### config.mk
export PLATFORM = sky130hd
export DESIGN_NAME = multi_key_debouncer
export DESIGN_NICKNAME = d
export VERILOG_FILES = /design/src/rtl/debounce_pkg.sv /design/src/rtl/debounce_channel.sv /design/src/rtl/multi_key_debouncer.sv
export SDC_FILE = /design/constraint.sdc
export NUM_CORES = 1
export LEC_CHECK = 0
export BUFFER_PORTS_ARGS = -buffer_cell sky130_fd_sc_hd__buf_4
export CAP_MARGIN = 20
export CORE_MARGIN = 2
export CORE_UTILIZATION = 30
export DETAILED_ROUTE_END_ITERATION = 16
export GPL_ROUTABILITY_DRIVEN = 0
export PLACE_DENSITY = 0.48
export SKIP_CTS_REPAIR_TIMING = 1
export SKIP_LAST_GASP = 1
export SLEW_MARGIN = 20
export SYNTH_ARGS = -nofsm -noshare
export SYNTH_HDL_FRONTEND = slang
export SYNTH_SLANG_ARGS = --single-unit
### constraint.sdc
create_clock -name clk -period 4.7 [get_ports clk]
set_clock_uncertainty 0.2 [all_clocks]
set_input_delay 0.47 -clock clk [delete_from_list [all_inputs] [get_ports clk]]
set_output_delay 0.47 -clock clk [all_outputs]
set_load 0.05 [all_outputs]
### src/rtl/debounce_pkg.sv
// Shared types for the keypad debouncer: qualify FSM states and counter sizing.
// Optional auto-repeat is enabled by DEBOUNCE_AUTO_REPEAT_EN; nothing here depends on it.
package debounce_pkg;

   typedef enum logic [1:0] {
      IDLE         = 2'd0,
      PRESS_WAIT   = 2'd1,
      PRESSED      = 2'd2,
      RELEASE_WAIT = 2'd3
   } deb_state_t;

   function automatic int cnt_width(input int stable);
      return $clog2(stable + 1);
   endfunction

endpackage

### src/rtl/debounce_channel.sv
// One key: 2-flop synchronizer plus qualify FSM; edge to level/pulse is STABLE_CYCLES+2 clocks, no backpressure.
// DEBOUNCE_AUTO_REPEAT_EN adds a held-key repeat counter that emits extra press pulses.
module debounce_channel
   import debounce_pkg::*;
#(
   parameter int STABLE_CYCLES = 8,
   parameter int ACTIVE_LOW    = 1
`ifdef DEBOUNCE_AUTO_REPEAT_EN
   ,
   parameter int REPEAT_DELAY  = 500,
   parameter int REPEAT_PERIOD = 100
`endif
) (
   input  logic clk,
   input  logic rst_n,
   input  logic raw,
   output logic level,
   output logic press_pulse,
   output logic release_pulse
);

   localparam int              CW       = cnt_width(STABLE_CYCLES);
   localparam logic [CW-1:0]   CNT_LAST = CW'(STABLE_CYCLES - 1);
   localparam logic [CW-1:0]   CNT_MAX  = CW'(STABLE_CYCLES);
   localparam logic            IDLE_LVL = (ACTIVE_LOW != 0);

   logic          sync1, sync2, p;
   deb_state_t    state, state_n;
   logic [CW-1:0] cnt, cnt_n, cnt_inc;
   logic          level_n, press_n, release_n;

   always_ff @(posedge clk) begin
      if (!rst_n) begin
         sync1 <= IDLE_LVL;
         sync2 <= IDLE_LVL;
      end else begin
         sync1 <= raw;
         sync2 <= sync1;
      end
   end

   // Normalise polarity so p=1 always means pressed.
   assign p       = sync2 ^ IDLE_LVL;
   assign cnt_inc = (cnt == CNT_MAX) ? cnt : cnt + CW'(1);

`ifdef DEBOUNCE_AUTO_REPEAT_EN
   localparam int            RMAX = (REPEAT_DELAY > REPEAT_PERIOD) ? REPEAT_DELAY : REPEAT_PERIOD;
   localparam int            RW   = cnt_width(RMAX);
   localparam logic [RW-1:0] RDLY = RW'(REPEAT_DELAY - 1);
   localparam logic [RW-1:0] RPER = RW'(REPEAT_PERIOD - 1);

   logic [RW-1:0] rep_cnt, rep_cnt_n;
   logic          rep_first, rep_first_n;
`endif

   always_comb begin
      state_n   = state;
      cnt_n     = cnt;
      level_n   = level;
      press_n   = 1'b0;
      release_n = 1'b0;
`ifdef DEBOUNCE_AUTO_REPEAT_EN
      rep_cnt_n   = rep_cnt;
      rep_first_n = rep_first;
`endif
      case (state)
         IDLE: begin
            if (p) begin
               state_n = PRESS_WAIT;
               cnt_n   = CW'(1);
            end
         end
         PRESS_WAIT: begin
            if (!p) begin
               state_n = IDLE;
               cnt_n   = '0;
            end else if (cnt == CNT_LAST) begin
               state_n = PRESSED;
               cnt_n   = '0;
               level_n = 1'b1;
               press_n = 1'b1;
`ifdef DEBOUNCE_AUTO_REPEAT_EN
               rep_cnt_n   = '0;
               rep_first_n = 1'b0;
`endif
            end else begin
               cnt_n = cnt_inc;
            end
         end
         PRESSED: begin
            if (!p) begin
               state_n = RELEASE_WAIT;
               cnt_n   = CW'(1);
`ifdef DEBOUNCE_AUTO_REPEAT_EN
            end else if (rep_cnt == (rep_first ? RPER : RDLY)) begin
               press_n     = 1'b1;
               rep_cnt_n   = '0;
               rep_first_n = 1'b1;
            end else begin
               rep_cnt_n = rep_cnt + RW'(1);
`endif
            end
         end
         RELEASE_WAIT: begin
            // Repeat counter is frozen here so a brief lift resumes the cadence.
            if (p) begin
               state_n = PRESSED;
               cnt_n   = '0;
            end else if (cnt == CNT_LAST) begin
               state_n   = IDLE;
               cnt_n     = '0;
               level_n   = 1'b0;
               release_n = 1'b1;
`ifdef DEBOUNCE_AUTO_REPEAT_EN
               rep_cnt_n   = '0;
               rep_first_n = 1'b0;
`endif
            end else begin
               cnt_n = cnt_inc;
            end
         end
         default: begin
            state_n = IDLE;
            cnt_n   = '0;
         end
      endcase
   end

   always_ff @(posedge clk) begin
      if (!rst_n) begin
         state         <= IDLE;
         cnt           <= '0;
         level         <= 1'b0;
         press_pulse   <= 1'b0;
         release_pulse <= 1'b0;
`ifdef DEBOUNCE_AUTO_REPEAT_EN
         rep_cnt       <= '0;
         rep_first     <= 1'b0;
`endif
      end else begin
         state         <= state_n;
         cnt           <= cnt_n;
         level         <= level_n;
         press_pulse   <= press_n;
         release_pulse <= release_n;
`ifdef DEBOUNCE_AUTO_REPEAT_EN
         rep_cnt       <= rep_cnt_n;
         rep_first     <= rep_first_n;
`endif
      end
   end

endmodule

### src/rtl/multi_key_debouncer.sv
// N independent key debouncers with an OR of pressed levels; STABLE_CYCLES+2 clocks edge-to-output, no backpressure.
// Auto-repeat press pulses are built only when DEBOUNCE_AUTO_REPEAT_EN is defined.
module multi_key_debouncer #(
   parameter int NUM_CH        = 10,
   parameter int STABLE_CYCLES = 8,
   parameter int ACTIVE_LOW    = 1,
   parameter int REPEAT_DELAY  = 500,
   parameter int REPEAT_PERIOD = 100
) (
   input  logic              clk,
   input  logic              rst_n,
   input  logic [NUM_CH-1:0] raw_in,
   output logic [NUM_CH-1:0] level_out,
   output logic [NUM_CH-1:0] press_pulse,
   output logic [NUM_CH-1:0] release_pulse,
   output logic              any_pressed
);

   for (genvar i = 0; i < NUM_CH; i++) begin : g_ch
      debounce_channel #(
         .STABLE_CYCLES (STABLE_CYCLES),
         .ACTIVE_LOW    (ACTIVE_LOW)
`ifdef DEBOUNCE_AUTO_REPEAT_EN
         ,
         .REPEAT_DELAY  (REPEAT_DELAY),
         .REPEAT_PERIOD (REPEAT_PERIOD)
`endif
      ) u_ch (
         .clk           (clk),
         .rst_n         (rst_n),
         .raw           (raw_in[i]),
         .level         (level_out[i]),
         .press_pulse   (press_pulse[i]),
         .release_pulse (release_pulse[i])
      );
   end

   assign any_pressed = |level_out;

endmodule
# Yosys cells after proc, flatten, opt, wreduce, memory -nomap -nowiden
# Cells that the tools add are included.
dict set report word_totals {
  mem_bits_ro 0
  mem_bits_rw 0
  word_cells 492
  output_inout_bits 31
  ff_bits 110
  latchBits 0
  mem_count 0
  inputBits 12
}
dict set report classes {
  addsub 10
  magnitude_cmp 0
  n_bitwise 11
  muxes 200
  eq_ne 130
  div 0
  n_reduce_logical 71
  shifts 0
  mul 0
}
# op n
set ops {}
lappend ops {{2-to-1 mux 4 bit} 60}
lappend ops {{case mux 4 bit (4 select lines)} 10}
lappend ops {{2-to-1 mux 2 bit} 60}
lappend ops {{inequality test 2 x 1 -> 1 bit, second input constant} 40}
lappend ops {{case mux 2 bit (4 select lines)} 10}
lappend ops {{2-to-1 mux 1 bit} 50}
lappend ops {{AND reduction 5 bit} 10}
lappend ops {{adder 4 x 1 -> 4 bit, second input constant} 10}
lappend ops {{== test 2 bit, second input constant} 20}
lappend ops {{== test 4 x 3 -> 1 bit, second input constant} 10}
lappend ops {{== test 4 bit, second input constant} 10}
lappend ops {{inequality test 2 bit, second input constant} 20}
lappend ops {{AND reduction 4 bit} 10}
lappend ops {{inequality test 3 x 1 -> 1 bit, second input constant} 10}
lappend ops {{inequality test 3 bit, second input constant} 10}
lappend ops {{AND reduction 3 bit} 10}
lappend ops {{OR reduction 3 bit} 10}
lappend ops {{== test 2 x 1 -> 1 bit, second input constant} 10}
lappend ops {{logical NOT 2 bit} 10}
lappend ops {{case mux 1 bit (2 select lines)} 10}
lappend ops {{AND reduction 2 bit} 10}
lappend ops {{nonzero test 2 bit} 10}
lappend ops {{NOT 1 bit} 11}
lappend ops {{OR reduction 10 bit} 1}

# Logic depth before layout (Yosys ltp)
dict set report logic_depth {
  word_depth 5
  mapped_depth 6
}

# By module
# From an unflattened synthesis, not the netlist that was laid out.
dict set report unflattened {
  cells_unflattened 574
  area_unflattened_um2 5263.8
}
# mod n_inst area_per_inst_um2 cells_per_inst
set modules_own_cells {}
lappend modules_own_cells {debounce_channel 10 524.3 57}
lappend modules_own_cells {multi_key_debouncer 1 21.3 4}

# Least setup slack after synthesis
# No wires, ideal clock.
dict set report synth_timing {
  path_type {register -> output}
  startpoint {register g_ch[5].u_ch.level}
  endpoint {output port any_pressed}
  slack_ns 3.029
  arrival_ns 1.001
  path_stages_with_launch 3
  cell_sequence {dfxtp_1 -> nor4_1 -> nand3_1}
}
dict set report synth_between {
  elab_chain_cells 1
}
# element line
set synth_lines {}
lappend synth_lines {{start, declared} debounce_channel.sv:17} ;# output logic level,
lappend synth_lines {{start signal, assigned} debounce_channel.sv:143} ;# level <= level_n;
lappend synth_lines {{OR reduction 10 bit} multi_key_debouncer.sv:38} ;# assign any_pressed = |level_out;
lappend synth_lines {{end, declared} multi_key_debouncer.sv:16} ;# output logic any_pressed
# No other way between the ends.

# Final worst setup path
dict set report layout_timing {
  startpoint {register g_ch[6].u_ch.level}
  endpoint {output port any_pressed}
}
dict set report layout_between {
  elab_chain_cells 1
}
# element line
set layout_lines {}
lappend layout_lines {{start, declared} debounce_channel.sv:17}
lappend layout_lines {{start signal, assigned} debounce_channel.sv:143}
lappend layout_lines {{OR reduction 10 bit} multi_key_debouncer.sv:38}
# No other way between the ends.

==> results.md <==
- Synth top cells by count: sky130_fd_sc_hd__dfxtp_1, sky130_fd_sc_hd__nand2_1, sky130_fd_sc_hd__nor2_1
- Most instantiated library cell after synthesis: sky130_fd_sc_hd__dfxtp_1
- Count of warnings emitted by yosys: 0
- Max-slew headroom: between 50% and 60%
- DRC Markers: 0
- CTS H-tree lvls: 3
- Number of antenna cells inserted: 0
- Maximum number of pins on one net before global-route repair: between 60 and 70
- Post-synth EDFFs: 0
- Setup repair after global routing missed its margin: false
- Main combinational cell family by area after synthesis: simple AND/OR/NAND/NOR gates
- Post-placement cell count: ~800
- Clock tree root buffer cell: sky130_fd_sc_hd__clkbuf_16
- Number of failing setup endpoints in the final timing report: 0
- Combinational group share of total power: under 10%
- Layout cells sized above 1: between 10% and 20%
- Power per Cell Area: between 300 and 400 nW/µm²
- Nets: about 620
- Worst hold path class: primary input to register
- Antenna-violating nets left: 0
- Number of violations of the max-capacitance limit: 0
- I/O pin count: 43
- Placed Area: 5390 µm²
- Antenna violations before repair: 0
- Drt total wl: 9.54 mm
- Register cell area after layout: 2200 µm²
- Final std cell area, no fill: 5680 µm²
- DR WL/cell: between 10 and 15 µm
- Critical Setup Path Class: register to output pin
- Internal power consumption: approximately 0.0014 W
- Sequential cell area fraction in the yosys report: between 40% and 50%
- Syn nets: 620
- Mean post-synth cell area: between 8 and 9 µm²
- Category of the worst setup path capture point: output pin
- Worst IR drop on VDD: 170 µV
- Final count of hold timing violations: 0
- Effective utilization at floorplan: a little under a third
- FMAX: about 430 MHz
- Min Clock Period, post-route: 2.30 ns
- Adder and majority cell fraction of the synthesized area: 4.89%
- Starting DRT DRC Count: between 200 and 250
- Clock tree from TritonCTS: built
- Area of the multi-input gates: 2490 µm²
- Number of cells on the worst reg-to-reg path: 5
- Simple-gate area share of the yosys netlist: a little over a quarter
- HPWL after DPL: 6.52 mm
- Worst Path Required: between 4 and 5 ns
- Count of buffers from port buffering: 42
- Core area: approximately 17,000 µm²
- Number of cells traversed by the worst hold path: 2
- Result of the run: completed
- Post-route insts no fill: 812
- Clock network latency to the later pin of the worst-skew pair: around 0.35 ns
- Complex-gate fraction of the synthesized area: around an eighth
- Slew @ Worst Pin: around 0.65 ns
- DR vias: approximately 3,800
- Switching part of the total: 23.9%
- Clock slew seen by the registers of the worst setup and hold paths: ~0.070 ns
- Leak pwr: between 2 and 2.5 nW
- Avg Vias per Cell: about 4.7
- Clock network fraction of total power: between 40% and 50%
- Horizontal die dimension: about 130 µm
- Share of the core filled with cells in the final layout: around 34%
- Total Routing Usage GR: 11.0%
- Vert. Die Dim: ~130 µm
- Async S/R FF share, synth: 0%
- Vias in the first global route: 3,521
- TritonCTS Buffers: 9
- Area leader, netlist: sky130_fd_sc_hd__dfxtp_1
- Number of instances in the synthesized netlist: 588
- Overall die area: 18,100 µm²
- Xor/xnor cell area share of the yosys netlist: just under 5%
- Yosys top cell area share: 43.0%
- Count of standard-cell rows: 47
- Sw Pwr: ~0.00044 W
- Filler Cells Inserted: 1,719
- Buffers from clock root to sink, at most: 2
- Unique masters post-synth: 46
- Period Utilization, post-route: about half
- Top flip-flop cell by instance count after synthesis: sky130_fd_sc_hd__dfxtp_1
- Pins Over Slew Limit: 0
- Proportion of synthesized area in mux cells: 0%
- Kind of start point of the critical path: register
- First-pass detailed-route iteration total: 4
- Setup TNS: 0 ns
- CTS sink count: between 100 and 150
- Arrival time at the worst endpoint: approximately 1.6 ns
- Register share of total power: 52.7%
- Worst-path maximum fanout: 4
- Wire length of the first global-routing pass: 16.3 mm
- Growth of design area from synthesis to finish: 10.9%
- Cell area after synthesis: around 5100 µm²
- Main area contributors after synthesis: sky130_fd_sc_hd__dfxtp_1, sky130_fd_sc_hd__ha_1, sky130_fd_sc_hd__buf_4, sky130_fd_sc_hd__nand2_1, sky130_fd_sc_hd__xnor2_1
- Global-route congestion overflow total: 0
- Flip-flop and latch count after synthesis: 110
## cells by family after synthesis
group / Yosys count
AND/OR/NAND/NOR: 245
AO/OA/AOI/OAI: 103
adder cells (fa/ha/maj): 20
flip-flops: 110
XOR/XNOR: 29
buffers and inverters: 81
## through the flow
stage	power (W)	hold WS, ns	setup slack (ns)
floorplan	0.00109	0.186	3.03
global placement	0.00112	0.192	2.58
detailed placement	0.00112	0.193	2.55
CTS	0.00189	0.0815	2.27
global route	0.00195	0.0885	2.25
finish	0.00186	0.0969	2.40
## cell usage in the layout, fill, tap and decap left out, drive strengths merged, types with 2 or more instances in the layout
| master | count |
|---|---|
| a21boi | 15 |
| a21oi | 27 |
| a22o | 2 |
| a31oi | 5 |
| and2 | 8 |
| and3 | 11 |
| and4b | 9 |
| buf | 43 |
| clkbuf | 11 |
| clkinvlp | 4 |
| dfxtp | 110 |
| ha | 20 |
| inv | 26 |
| nand2 | 57 |
| nand2b | 23 |
| nand3 | 26 |
| nand3b | 12 |
| nand4 | 5 |
| nand4b | 13 |
| nor2 | 37 |
| nor2b | 6 |
| nor3 | 22 |
| nor3b | 5 |
| nor4 | 2 |
| o211a | 2 |
| o21a | 8 |
| o21ai | 25 |
| o21bai | 7 |
| o22ai | 5 |
| o31a | 2 |
| or3 | 5 |
| xnor2 | 17 |
| xor2 | 12 |
## worst paths after layout
| kind | startpoint | end | slack (ns) |
|---|---|---|---|
| max | g_ch[6].u_ch.level | any_pressed | 2.40 |
| max reg2reg | g_ch[7].u_ch.cnt[0] | g_ch[7].u_ch.level | 3.01 |
| min reg2reg | g_ch[9].u_ch.sync1 | g_ch[9].u_ch.sync2 | 0.21 |
| min | raw_in[8] | g_ch[8].u_ch.sync1 | 0.1 |
## cell type report
cell class,instances,share of cell area [%]
tap,220,4.85
sequential,110,38.8
clock buffer,11,4.10
clock inverter,5,1.06
multi-input combinational,397,43.8
timing repair buffer,43,5.68
inverter,26,1.72
## layer usage
layer | vias to the layer above | global-route usage [%] | routed length, µm
li1 | 1984 | - | -
met1 | 1764 | 14.3 | 4730
met2 | 42 | 17.1 | 4250
met3 | 11 | 3.94 | 422
met4 | 0 | 3.51 | 141
met5 | - | 0 | 0
## worst max-delay path: stages, from the launching register on
cell and delay [ns]:
sky130_fd_sc_hd__dfxtp_1 0.36, sky130_fd_sc_hd__nor4_1 0.54, sky130_fd_sc_hd__nand3_1 0.16, sky130_fd_sc_hd__buf_4 0.22
## power groups by stage
stage | logic, W | registers [W] | clock network, W
3_3_place_gp | 0.000117 | 0.00100 | 0
2_1_floorplan | 0.0000976 | 0.000990 | 0
4_1_cts | 0.000119 | 0.000979 | 0.000795
3_5_place_dp | 0.000119 | 0.00100 | 0
6_report | 0.000117 | 0.000979 | 0.000762
5_1_grt | 0.000132 | 0.000984 | 0.000834
## flip-flops by register name, summed over array words and instances, names as in the netlist, named ones only
register	flops
g_ch.u_ch.press_pulse	10
g_ch.u_ch.sync2	10
g_ch.u_ch.level	10
g_ch.u_ch.cnt	40
g_ch.u_ch.state	10
g_ch.u_ch.release_pulse	10
g_ch.u_ch.sync1	10
Power figures use the tool's default switching activity.
